## config.mk

```make
export PLATFORM = sky130hd
export DESIGN_NAME = piece_controller
export DESIGN_NICKNAME = d
export VERILOG_FILES = /design/src/rtl/piece_controller.sv
export SDC_FILE = /design/constraint.sdc
export NUM_CORES = 1
export LEC_CHECK = 0
export ABC_CLOCK_PERIOD_IN_PS = 4100
export CAP_MARGIN = 20
export CORE_ASPECT_RATIO = 0.9
export CORE_UTILIZATION = 53
export CTS_CLUSTER_SIZE = 12
export DETAILED_ROUTE_END_ITERATION = 12
export DONT_BUFFER_PORTS = 1
export PLACE_DENSITY = 0.79
export SYNTH_ARGS = -nofsm -noshare
export SYNTH_HDL_FRONTEND = slang
export SYNTH_SLANG_ARGS = --single-unit
export TNS_END_PERCENT = 50
```

## constraint.sdc

```tcl
create_clock -name clk -period 4.1 [get_ports clk]
set_input_delay 0.82 -clock clk [delete_from_list [all_inputs] [get_ports clk]]
set_output_delay 0.82 -clock clk [all_outputs]
set_load 0.01 [all_outputs]
```

## src/rtl/piece_controller.sv

```systemverilog
// Active-piece controller: presents candidate positions to the board, samples the
// collision flag one cycle later, then commits or reverts; also spawns, drops and places.
module piece_controller #(
  parameter int SPAWN_X = 3,
  parameter int SPAWN_Y = 0
) (
  input  logic       clk,
  input  logic       rst_n,
  input  logic       btn_left,
  input  logic       btn_right,
  input  logic       btn_rotate,
  input  logic       btn_drop,
  input  logic       tick,
  input  logic       collision,
  output logic [3:0] current_x,
  output logic [4:0] current_y,
  output logic [2:0] current_piece,
  output logic [1:0] current_rotation,
  output logic       place_piece,
  output logic       ready,
  output logic       game_over
);

  // state     | meaning
  // S_SPAWN   | load spawn position and next piece type
  // S_SPAWN_CHK | board checks the freshly spawned piece
  // S_READY   | idle, accepting one request
  // S_PROBE   | candidate presented, board verdict pending
  // S_DROP    | hard drop, moving down every cycle until blocked
  // S_PLACE   | one-cycle place strobe with last-good position
  // S_OVER    | spawn was blocked; frozen until reset
  typedef enum logic [2:0] {
    S_SPAWN, S_SPAWN_CHK, S_READY, S_PROBE, S_DROP, S_PLACE, S_OVER
  } state_t;

  localparam logic [3:0] SPAWN_X_V = 4'(SPAWN_X);
  localparam logic [4:0] SPAWN_Y_V = 5'(SPAWN_Y);

  state_t     r_state, w_nxt_state;
  logic [3:0] r_x, w_nxt_x, r_lg_x, w_nxt_lg_x;
  logic [4:0] r_y, w_nxt_y, r_lg_y, w_nxt_lg_y;
  logic [1:0] r_rot, w_nxt_rot, r_lg_rot, w_nxt_lg_rot;
  logic [2:0] r_piece, w_nxt_piece;
  logic [2:0] r_piece_ctr, w_nxt_piece_ctr;
  logic       r_tick_pend, w_nxt_tick_pend;
  logic       r_down, w_nxt_down;

  always_ff @(posedge clk or negedge rst_n) begin
    if (!rst_n) begin
      r_state     <= S_SPAWN;
      r_x         <= SPAWN_X_V;
      r_y         <= SPAWN_Y_V;
      r_rot       <= 2'd0;
      r_piece     <= 3'd0;
      r_lg_x      <= SPAWN_X_V;
      r_lg_y      <= SPAWN_Y_V;
      r_lg_rot    <= 2'd0;
      r_piece_ctr <= 3'd0;
      r_tick_pend <= 1'b0;
      r_down      <= 1'b0;
    end else begin
      r_state     <= w_nxt_state;
      r_x         <= w_nxt_x;
      r_y         <= w_nxt_y;
      r_rot       <= w_nxt_rot;
      r_piece     <= w_nxt_piece;
      r_lg_x      <= w_nxt_lg_x;
      r_lg_y      <= w_nxt_lg_y;
      r_lg_rot    <= w_nxt_lg_rot;
      r_piece_ctr <= w_nxt_piece_ctr;
      r_tick_pend <= w_nxt_tick_pend;
      r_down      <= w_nxt_down;
    end
  end

  always_comb begin
    w_nxt_state     = r_state;
    w_nxt_x         = r_x;
    w_nxt_y         = r_y;
    w_nxt_rot       = r_rot;
    w_nxt_piece     = r_piece;
    w_nxt_lg_x      = r_lg_x;
    w_nxt_lg_y      = r_lg_y;
    w_nxt_lg_rot    = r_lg_rot;
    w_nxt_down      = r_down;
    w_nxt_piece_ctr = (r_piece_ctr == 3'd6) ? 3'd0 : r_piece_ctr + 3'd1;
    // Ticks outside READY are remembered; buttons outside READY are simply lost.
    w_nxt_tick_pend = r_tick_pend |
                      (tick & (r_state != S_READY) & (r_state != S_OVER));

    case (r_state)
      S_SPAWN: begin
        w_nxt_x     = SPAWN_X_V;
        w_nxt_y     = SPAWN_Y_V;
        w_nxt_rot   = 2'd0;
        w_nxt_piece = r_piece_ctr;
        w_nxt_state = S_SPAWN_CHK;
      end
      S_SPAWN_CHK: w_nxt_state = collision ? S_OVER : S_READY;
      S_READY: begin
        w_nxt_lg_x   = r_x;
        w_nxt_lg_y   = r_y;
        w_nxt_lg_rot = r_rot;
        if (btn_drop) begin
          w_nxt_y     = r_y + 5'd1;
          w_nxt_state = S_DROP;
        end else if (tick || r_tick_pend) begin
          w_nxt_y         = r_y + 5'd1;
          w_nxt_down      = 1'b1;
          w_nxt_tick_pend = 1'b0;
          w_nxt_state     = S_PROBE;
        end else if (btn_rotate) begin
          w_nxt_rot   = r_rot + 2'd1;
          w_nxt_down  = 1'b0;
          w_nxt_state = S_PROBE;
        end else if (btn_left) begin
          w_nxt_x     = r_x - 4'd1;
          w_nxt_down  = 1'b0;
          w_nxt_state = S_PROBE;
        end else if (btn_right) begin
          w_nxt_x     = r_x + 4'd1;
          w_nxt_down  = 1'b0;
          w_nxt_state = S_PROBE;
        end
      end
      S_PROBE: begin
        w_nxt_state = S_READY;
        if (collision) begin
          w_nxt_x   = r_lg_x;
          w_nxt_y   = r_lg_y;
          w_nxt_rot = r_lg_rot;
          if (r_down) w_nxt_state = S_PLACE;
        end
      end
      S_DROP: begin
        if (collision) begin
          w_nxt_x     = r_lg_x;
          w_nxt_y     = r_lg_y;
          w_nxt_rot   = r_lg_rot;
          w_nxt_state = S_PLACE;
        end else begin
          w_nxt_lg_y = r_y;
          w_nxt_y    = r_y + 5'd1;
        end
      end
      S_PLACE: w_nxt_state = S_SPAWN;
      S_OVER:  w_nxt_state = S_OVER;
      default: w_nxt_state = S_SPAWN;
    endcase
  end

  assign current_x        = r_x;
  assign current_y        = r_y;
  assign current_piece    = r_piece;
  assign current_rotation = r_rot;
  assign place_piece      = (r_state == S_PLACE);
  assign ready            = (r_state == S_READY);
  assign game_over        = (r_state == S_OVER);

endmodule

```

==> results of run 1 <==
[flip-flops by register name, indices dropped and copies added, names as in the netlist, 2 cells and up]
| register | count |
|---|---|
| current_y | 5 |
| r_piece_ctr | 3 |
| r_lg_rot | 2 |
| current_piece | 3 |
| current_x | 4 |
| current_rotation | 2 |
| r_lg_y | 5 |
| r_state | 3 |
| r_lg_x | 4 |
[metrics by stage]
| step | total power (W) | instance area [um^2] | util |
|---|---|---|---|
| 6_report | 0.001594 | 1987 | 0.5881 |
| 5_1_grt | 0.001699 | 1987 | 0.5881 |
| 4_1_cts | 0.001591 | 1987 | 0.5881 |
| 3_5_place_dp | 0.001285 | 1879 | 0.5563 |
| 3_3_place_gp | 0.001247 | 1879 | 0.5563 |
| 2_1_floorplan | 0.001167 | 1872 | - |
[power breakdown]
group | leakage (nW) | switching [W] | internal (W) | total, W
clock | 0.0552 | 0.000122 | 0.000180 | 0.000302
combinational | 0.410 | 0.000343 | 0.000283 | 0.000626
sequential | 0.418 | 0.000206 | 0.000460 | 0.000665
total | 0.883 | 0.000671 | 0.000923 | 0.00159
[routing by layer]
metal | GRT usage | up-vias | wire, um
met3 | 0.07946 | 6 | 222
met4 | 0.08254 | 0 | 50
met5 | 0 | - | 0
li1 | - | 683 | -
met2 | 0.3489 | 42 | 1827
met1 | 0.2899 | 697 | 1690
[worst max-delay path by stage]
stage	cells past startpoint	endpoint	start	slack [ns]
2_1_floorplan	6	current_x[3]	btn_drop	2.20
3_3_place_gp	3	ready	r_state[0]	2.02
3_5_place_dp	3	ready	r_state[0]	1.96
4_1_cts	3	ready	r_state[0]	1.66
5_1_grt	3	ready	r_state[0]	1.54
6_report	3	ready	r_state[0]	1.64
[Yosys cell counts (2+ instances only)]
library cell                number  area, um^2
sky130_fd_sc_hd__o21ai_1         7       35.03
sky130_fd_sc_hd__nand3_1         2       10.01
sky130_fd_sc_hd__nand2_1        28       105.1
sky130_fd_sc_hd__xor2_1          2       17.52
sky130_fd_sc_hd__and3_1          3       18.77
sky130_fd_sc_hd__inv_1           4       15.01
sky130_fd_sc_hd__a221oi_1        2       17.52
sky130_fd_sc_hd__o2bb2ai_1       2       17.52
sky130_fd_sc_hd__ha_1            3       37.54
sky130_fd_sc_hd__mux2i_1         4       40.04
sky130_fd_sc_hd__a22oi_1         3       22.52
sky130_fd_sc_hd__a21oi_1        12       60.06
sky130_fd_sc_hd__o22ai_1         3       18.77
sky130_fd_sc_hd__nor3_1          2       10.01
sky130_fd_sc_hd__a21o_1          2       15.01
sky130_fd_sc_hd__o21ai_0         8       40.04
sky130_fd_sc_hd__a31oi_1         3       18.77
sky130_fd_sc_hd__and2_1          2       12.51
sky130_fd_sc_hd__buf_6           2       22.52
sky130_fd_sc_hd__dfstp_2         4       105.1
sky130_fd_sc_hd__o31ai_1         2       15.01
sky130_fd_sc_hd__nor2_1         17       63.81
sky130_fd_sc_hd__inv_2           3       11.26
sky130_fd_sc_hd__dfrtp_1        29       725.7
sky130_fd_sc_hd__and2b_1         2       15.01
sky130_fd_sc_hd__buf_2           5       25.02
sky130_fd_sc_hd__mux2_2         10       112.6
[cell families after synthesis]
logic type	Yosys count	synth area share
mux	14	0.08155
flops	33	0.4439
buf+inv	14	0.03943
fa+ha+maj	4	0.03075
xor+xnor	3	0.01404
compound gates	58	0.2179
simple gates	65	0.1725
[layout make-up]
cell class,instances,area (um^2),area share
Tap cell,44,55.05,0.02771
Clock buffer,6,72.57,0.03652
Multi-Input combinational cell,144,967.2,0.4868
Sequential cell,33,830.8,0.4181
Inverter,7,26.28,0.01322
Clock inverter,2,35.03,0.01763
[critical path, stage by stage, from the launching register on]
cell and delay, ns:
sky130_fd_sc_hd__dfrtp_1 0.86, sky130_fd_sc_hd__inv_2 0.14, sky130_fd_sc_hd__nand2_4 0.22, sky130_fd_sc_hd__inv_2 0.13
==> results.rst, run 1 <==
.. list-table::
   :header-rows: 1

   * - Metric
     - Value
   * - DIE HEIGHT
     - 58.38 um
   * - Number of clock buffers inserted by TritonCTS
     - 5
   * - Arr. time, crit path
     - 1.64 ns
   * - Via count of the first global-routing pass
     - 1396
   * - Post-place setup slack
     - 1.963 ns
   * - Drc violations
     - 0
   * - Hold crit path type
     - in -> async
   * - Overall overflow remaining after global route
     - 0
   * - Horizontal extent of the die
     - 64.64 um
   * - Kind of critical path
     - reg -> out
   * - Iteration-0 DRC Markers
     - 110
   * - Placed Cells
     - 228
   * - CTS clock-pin slew for the worst setup and hold paths
     - 0.07 ns
   * - Count of flip-flops with a built-in enable after synthesis
     - 0
   * - Outcome
     - complete, no violations
   * - Total of flip-flops plus latches after synthesis
     - 33
   * - Vias per std cell
     - 6.051
   * - Actual transition at the worst max-transition pin
     - 0.7935 ns
   * - Aggregate global-route resource usage
     - 0.2239
   * - Biggest fanout along the worst timing path
     - 22
   * - Startpoint of the worst-slack reg-to-reg timing path
     - r_state[0]
   * - First-pass GRT wire length
     - 6.313 mm
   * - Final Hold Fails
     - 0
   * - Final period demand of the worst path
     - 2.462 ns
   * - Final non-filler cell total
     - 236
   * - Initial standard-cell utilization of the core
     - 0.5541
   * - Average cell area after synthesis
     - 9.800 um^2
   * - Startpoint types
     - flop
   * - Synth unique cells
     - 52
   * - Number of endpoints failing setup at the final stage
     - 0
   * - # hold bufs at CTS
     - 0
   * - Net count reported at finish
     - 203
   * - Syn. warnings
     - 0
   * - Worst IR drop on VDD
     - 330.8 uV
   * - Root Buffer
     - sky130_fd_sc_hd__clkbuf_8
   * - Worst clock skew on the final layout
     - 0.005179 ns
   * - Power density relative to cell area
     - 802.1 nW/um^2
   * - Core area
     - 3378 um^2
   * - Number of buffers inserted by post-CTS setup repair
     - 0
   * - Num ports
     - 25
   * - Share of synthesized area occupied by flip-flops and latches
     - 0.4439
   * - Total standard cell area after synthesis
     - 1872 um^2
   * - R2R Path End
     - current_x[3]
   * - Total die area
     - 3774 um^2
   * - Final-report max-slew violation count
     - 0
   * - Leak Pwr
     - 0.8834 nW
   * - Total number of clock tree sinks
     - 33
   * - Routed wire per std cell
     - 16.06 um
   * - Register-to-register path setup slack
     - 2.17 ns
   * - Clock Latency Late Sink
     - 0.29 ns
   * - Antenna violations before repair
     - 0
   * - Setup slack after layout
     - 1.638 ns
   * - Total of fill cells in the finished design
     - 278
   * - Max H-tree Level
     - 2
   * - HPWL after DPL
     - 2.644 mm
   * - Routed Wire Length
     - 3.790 mm
   * - Unrepaired setup endpoints after global routing
     - no
   * - Post-Route Hold Slack
     - 0.2154 ns
   * - Worst reg-to-reg path cell count
     - 5
   * - Layout overhead on the synthesized area
     - 6.150%
   * - # resized after CTS
     - 0
   * - Number of routed nets with antenna violations
     - 0
   * - Dominant register cell in the synthesized netlist
     - sky130_fd_sc_hd__dfrtp_1
   * - TritonCTS clock tree
     - yes
   * - Post-Route Setup TNS
     - 0 ns
   * - Commonest non-fill, non-tap cells in the layout
     - sky130_fd_sc_hd__dfrtp_1 (29), sky130_fd_sc_hd__nand2_1 (28), sky130_fd_sc_hd__nor2_1 (17)
   * - Share of final-layout standard cells stronger than drive strength 1
     - 0.1667
   * - Worst path required time
     - 3.28 ns
   * - Slew Limit Headroom
     - 0.4710
   * - Largest net degree at the start of global routing
     - 34
   * - Global placer's final weighted congestion
     - 0.8117
   * - Number of I/O port buffers
     - 0
   * - Proportion of synthesized flip-flops having asynchronous set or reset
     - 1.000
   * - Number of iterations in the first detailed-routing pass
     - 4
   * - Count of antenna diodes in the layout
     - 0
   * - Leading cell type in the layout, fill and taps excluded
     - sky130_fd_sc_hd__dfrtp_1
   * - Via Count
     - 1428
   * - Maximum clock path buffer count
     - 2
   * - Number of nets in the synthesized netlist
     - 203
   * - Synthesized instance count
     - 191
   * - Critical Path End Type
     - output pin
   * - Achievable frequency
     - 0.4062 GHz
   * - Part of the cycle the worst path needs
     - 0.6005
   * - Maximum capacitance violations
     - 0
   * - # rows
     - 20
Note: power is estimated with default switching activity, not from simulation.
==> run 2, diff against run 1 <==
ABC_CLOCK_PERIOD_IN_PS = 2500   (was 4100)
clock period = 2.5 ns   (was 4.1 ns; I/O delays follow)
==> results.rst, run 2 (synthesized netlist as in run 1, its figures left out) <==
.. list-table::
   :header-rows: 1

   * - Metric
     - Value
   * - Post-Route Setup TNS
     - 0 ns
   * - Final Util
     - 0.5941
   * - Horizontal extent of the die
     - 64.64 um
   * - Routed wire per std cell
     - 16.80 um
   * - Aggregate global-route resource usage
     - 0.2405
   * - Arr. time, crit path
     - 1.68 ns
   * - Outcome
     - complete, no violations
   * - Slew Limit Headroom
     - 0.4613
   * - Net count reported at finish
     - 204
   * - Initial standard-cell utilization of the core
     - 0.5541
   * - Hold crit path type
     - in -> async
   * - Share of final-layout standard cells stronger than drive strength 1
     - 0.1710
   * - Kind of critical path
     - reg -> out
   * - Global placer's final weighted congestion
     - 0.8113
   * - Num ports
     - 25
   * - WL met3
     - 206 um
   * - Total number of clock tree sinks
     - 33
   * - Worst path required time
     - 2.00 ns
   * - Final Hold Fails
     - 0
   * - Number of endpoints failing setup at the final stage
     - 0
   * - Power density relative to cell area
     - 1317 nW/um^2
   * - Leak Pwr
     - 0.8928 nW
   * - Maximum clock path buffer count
     - 2
   * - First-pass GRT wire length
     - 6.782 mm
   * - Worst IR drop on VDD
     - 744.6 uV
   * - M1 WL
     - 1.806 mm
   * - Worst clock skew on the final layout
     - 0.005124 ns
   * - Critical Path End Type
     - output pin
   * - Startpoint types
     - flop
   * - Number of I/O port buffers
     - 0
   * - Detailed route wirelength on metal2
     - 1.923 mm
   * - CTS clock-pin slew for the worst setup and hold paths
     - 0.07 ns
   * - Uppermost routed layer
     - met4
   * - Root Buffer
     - sky130_fd_sc_hd__clkbuf_8
   * - # rows
     - 20
   * - Part of the cycle the worst path needs
     - 0.8721
   * - Number of clock buffers inserted by TritonCTS
     - 5
   * - Maximum capacitance violations
     - 0
   * - Unrepaired setup endpoints after global routing
     - no
   * - Drc violations
     - 0
   * - Via Count
     - 1474
   * - Vias per std cell
     - 6.219
   * - Number of iterations in the first detailed-routing pass
     - 4
   * - DIE HEIGHT
     - 58.38 um
   * - Iteration-0 DRC Markers
     - 104
   * - Largest net degree at the start of global routing
     - 30
   * - Max H-tree Level
     - 2
   * - Achievable frequency
     - 0.4586 GHz
   * - Actual transition at the worst max-transition pin
     - 0.8081 ns
   * - Final period demand of the worst path
     - 2.180 ns
   * - HPWL after DPL
     - 2.708 mm
   * - Total die area
     - 3774 um^2
   * - TritonCTS clock tree
     - yes
   * - Routed Wire Length
     - 3.981 mm
   * - Overall overflow remaining after global route
     - 0
   * - Clock Latency Late Sink
     - 0.29 ns
   * - Total power of the final layout
     - 0.002643 W
   * - Via count of the first global-routing pass
     - 1496
   * - Layout overhead on the synthesized area
     - 7.219%
   * - Count of antenna diodes in the layout
     - 0
   * - Core area
     - 3378 um^2
   * - Number of routed nets with antenna violations
     - 0
   * - Antenna violations before repair
     - 0
   * - Commonest non-fill, non-tap cells in the layout
     - sky130_fd_sc_hd__dfrtp_1 (29), sky130_fd_sc_hd__nand2_1 (28), sky130_fd_sc_hd__nor2_1 (17)
   * - Final-report max-slew violation count
     - 0
   * - Leading cell type in the layout, fill and taps excluded
     - sky130_fd_sc_hd__dfrtp_1
   * - Biggest fanout along the worst timing path
     - 17
   * - Number of buffers inserted by post-CTS setup repair
     - 0
[run 2: cell types whose count changed in the layout (fill, tap and decap cells not counted)]
cell and delta:
sky130_fd_sc_hd__buf_12 +1
[run 2: final timing paths]
path	start	endpoint	slack, ns	cells past startpoint
worst max-delay path	r_state[1]	ready	0.32	3
worst min-delay path	rst_n	r_tick_pend	0.02	1
worst max register to register	r_state[0]	current_x[3]	0.55	5
worst min register to register	r_lg_x[1]	r_lg_x[1]	0.46	2
max in group asynchronous	rst_n	current_piece[1]	2.31	1
min in group clk	btn_drop	r_down	0.31	1
[run 2: metal layers]
metal | vias up | global-route usage
met1 | 737 | 0.3035
met3 | 5 | 0.06977
met5 | - | 0
li1 | 688 | -
met4 | 0 | 0.1206
met2 | 44 | 0.3805
[run 2: per-stage QoR]
stage | instances | hold WS (ns) | worst slack, ns | area [um^2]
2_1_floorplan | 191 | 0.2044 | 0.9199 | 1872
3_3_place_gp | 228 | 0.2052 | 0.6774 | 1879
3_5_place_dp | 228 | 0.2054 | 0.5853 | 1879
4_1_cts | 237 | 0.02867 | 0.3438 | 2007
5_1_grt | 237 | 0.02633 | 0.2127 | 2007
6_report | 237 | 0.02213 | 0.3196 | 2007
[run 2: where the power goes]
| group | switching [W] | total, W | internal, W |
|---|---|---|---|
| Sequential | 0.000337 | 0.00109 | 0.000754 |
| Clock | 0.000204 | 0.000500 | 0.000296 |
| Combinational | 0.000585 | 0.00105 | 0.000468 |
[run 2: worst max-delay path, cell delays in order (launching register included)]
cell                      delay [ns]
sky130_fd_sc_hd__dfrtp_1        0.67
sky130_fd_sc_hd__and2b_1        0.34
sky130_fd_sc_hd__nand2_4        0.18
sky130_fd_sc_hd__inv_2          0.19
[run 2: final cells by class]
type	count	area, um^2
clock buffer	6	72.57
clock inverter	2	35.03
fill	272	1371
inverter	7	26.28
multi-input combinational	144	967.2
sequential	33	830.8
tap	44	55.05
timing repair buffer	1	20.02
[run 2: timing repair]
item / 4_1_cts / 5_1_grt
resized for setup: 0 / 0
hold buffers: 1 / 0
hold endpoints to repair: 29 / 0
setup endpoints to repair: 0 / 0
==> run 3, diff against run 2 <==
ABC_CLOCK_PERIOD_IN_PS = 2000   (was 2500)
PLACE_DENSITY = 0.82   (was 0.79)
clock period = 2 ns   (was 2.5 ns; I/O delays follow)
==> results.rst, run 3 (synthesized netlist as in run 1, its figures left out) <==
.. list-table::
   :header-rows: 1

   * - Metric
     - Value
   * - Slew Limit Headroom
     - 0.5829
   * - Max H-tree Level
     - 2
   * - Number of clock buffers inserted by TritonCTS
     - 5
   * - Largest net degree at the start of global routing
     - 34
   * - Critical-path cell list
     - and2b_2 > nand2_4 > inv_2
   * - CTS clock-pin slew for the worst setup and hold paths
     - 0.07 ns
   * - Share of total power in sequential cells
     - 0.413
   * - Commonest non-fill, non-tap cells in the layout
     - sky130_fd_sc_hd__nand2_1 (28), sky130_fd_sc_hd__dfrtp_1 (28), sky130_fd_sc_hd__nor2_1 (17)
   * - Detailed route wirelength on metal2
     - 1.702 mm
   * - Via Count
     - 1420
   * - Antenna violations before repair
     - 0
   * - Share of final-layout standard cells stronger than drive strength 1
     - 0.1980
   * - Final Hold Fails
     - 0
   * - Final period demand of the worst path
     - 1.896 ns
   * - R2R Path End
     - r_lg_y[3]
   * - First-pass GRT wire length
     - 6.258 mm
   * - Arr. time, crit path
     - 1.50 ns
   * - Core area
     - 3378 um^2
   * - Num ports
     - 25
   * - Total of fill cells in the finished design
     - 290
   * - Net count reported at finish
     - 208
   * - Biggest fanout along the worst timing path
     - 17
   * - Clock Latency Late Sink
     - 0.28 ns
   * - Iteration-0 DRC Markers
     - 113
   * - TritonCTS clock tree
     - yes
   * - Number of routed nets with antenna violations
     - 0
   * - Number of buffers inserted by post-CTS setup repair
     - 0
   * - Final non-filler cell total
     - 241
   * - Area taken by flip-flops and latches
     - 832.0 um^2
   * - Global placer's final weighted congestion
     - 0.8915
   * - Uppermost routed layer
     - met4
   * - Total number of clock tree sinks
     - 33
   * - Switching part of the total
     - 0.4296
   * - Root Buffer
     - sky130_fd_sc_hd__clkbuf_8
   * - Unrepaired setup endpoints after global routing
     - no
   * - Actual transition at the worst max-transition pin
     - 0.6199 ns
   * - Final-report max-slew violation count
     - 0
   * - Area used by multi-input combinational logic
     - 968.4 um^2
   * - WL met3
     - 209 um
   * - Post-Route Hold Slack
     - 0.2250 ns
   * - Kind of critical path
     - reg -> out
   * - Capturing instance or port of the critical path
     - ready
   * - Routed Wire Length
     - 3.698 mm
   * - M1 WL
     - 1.741 mm
   * - Register-to-register path setup slack
     - 0.26 ns
   * - DIE HEIGHT
     - 58.38 um
   * - Drc violations
     - 0
   * - Achievable frequency
     - 0.5274 GHz
   * - Number of iterations in the first detailed-routing pass
     - 4
   * - Final Util
     - 0.5981
   * - Worst reg-to-reg path cell count
     - 4
   * - Critical Path End Type
     - output pin
   * - Worst clock skew on the final layout
     - 0.003817 ns
   * - # rows
     - 20
   * - Layout overhead on the synthesized area
     - 7.955%
   * - Initial standard-cell utilization of the core
     - 0.5541
   * - Clock share of power
     - 0.153
   * - Leak Pwr
     - 0.8991 nW
   * - Worst stage delay on the critical path
     - 0.56 ns
   * - HPWL after DPL
     - 2.694 mm
   * - Horizontal extent of the die
     - 64.64 um
   * - CP max stage cell
     - sky130_fd_sc_hd__dfrtp_1
   * - Post-Route Setup TNS
     - 0 ns
   * - Via count of the first global-routing pass
     - 1353
   * - Hold crit path type
     - in -> reg
   * - Startpoint types
     - flop
   * - Maximum clock path buffer count
     - 2
   * - Number of endpoints failing setup at the final stage
     - 0
   * - NetSw
     - 0.001361 W
   * - Outcome
     - complete, no violations
   * - Startpoint of the worst-slack reg-to-reg timing path
     - r_state[2]
   * - Aggregate global-route resource usage
     - 0.2181
   * - Placed Cells
     - 231
   * - Power density relative to cell area
     - 1568 nW/um^2
   * - Worst IR drop on VDD
     - 940.4 uV
   * - Overall overflow remaining after global route
     - 0
   * - Vias per std cell
     - 5.892
   * - Cell-internal power
     - 0.001807 W
   * - Crit. Startpoint
     - r_state[2]
   * - Maximum capacitance violations
     - 0
   * - Worst path required time
     - 1.60 ns
   * - Part of the cycle the worst path needs
     - 0.9480
   * - Routed wire per std cell
     - 15.34 um
   * - Count of antenna diodes in the layout
     - 0
   * - Total die area
     - 3774 um^2
   * - Power share of the combinational group
     - 0.434
   * - Number of I/O port buffers
     - 0
==> run 3: cell count changes in the layout (fill, tap and decap cells not counted), sizes merged <==
cell / previous run / this run
clkinv: 1 / 2
buf: 1 / 4
bufinv: 1 / 0
dlygate4sd3: 0 / 1
clkbuf: 6 / 5
clkinvlp: 0 / 1
==> run 3: area by class of cell <==
class | count | share of cell area
multi-input cells | 144 | 0.4793
flip-flops and latches | 33 | 0.4118
clock buffers | 5 | 0.03406
well taps | 44 | 0.02724
repair buffers | 5 | 0.02601
inverters | 7 | 0.01300
clock inverters | 3 | 0.008669
==> run 3: layer usage <==
layer | global-route usage | up-vias
met2 | 0.3293 | 34
met4 | 0.06032 | 0
met3 | 0.06202 | 5
met5 | 0 | -
met1 | 0.3093 | 682
li1 | - | 699
==> run 3: worst max-delay path, delay by kind of cell (launching register included) <==
| kind | cells | cell delay, ns |
|---|---|---|
| flip-flops | 1 | 0.56 |
| AND/OR/NAND/NOR | 2 | 0.52 |
| buffers and inverters | 1 | 0.13 |
==> run 3: power groups by stage <==
stage | registers (W) | logic, W | clock network [W]
after floorplan | 0.00119 | 0.00120 | 0
after global placement | 0.00131 | 0.00132 | 0
after detailed placement | 0.00132 | 0.00135 | 0
after CTS | 0.00130 | 0.00138 | 0.000493
after global routing | 0.00135 | 0.00155 | 0.000526
final | 0.00131 | 0.00138 | 0.000484
==> run 3: worst min-delay path by stage <==
stage          startpoint                to  slack, ns  cells after the start
2_1_floorplan       rst_n  current_piece[0]       0.10                      0
3_3_place_gp        rst_n         r_lg_x[2]       0.11                      0
3_5_place_dp        rst_n         r_lg_x[2]       0.11                      0
4_1_cts          btn_drop            r_down       0.22                      1
5_1_grt          btn_drop            r_down       0.23                      1
6_report         btn_drop            r_down       0.22                      1
==> run 3: timing repair <==
action / in CTS / in global routing
endpoints found under the setup margin: 0 / 1
hold buffers: 2 / 0
resized for setup: 0 / 2
hold endpoints to repair: 33 / 0
==> run 3: stage by stage <==
| step | total power [W] | setup slack, ns | cell area (um^2) |
|---|---|---|---|
| after detailed placement | 0.002670 | 0.2519 | 1902 |
| after CTS | 0.003174 | 0.08296 | 2018 |
| after floorplan | 0.002391 | 0.4367 | 1872 |
| final | 0.003169 | 0.1041 | 2021 |
| after global placement | 0.002627 | 0.2474 | 1902 |
| after global routing | 0.003428 | 0.01256 | 2021 |
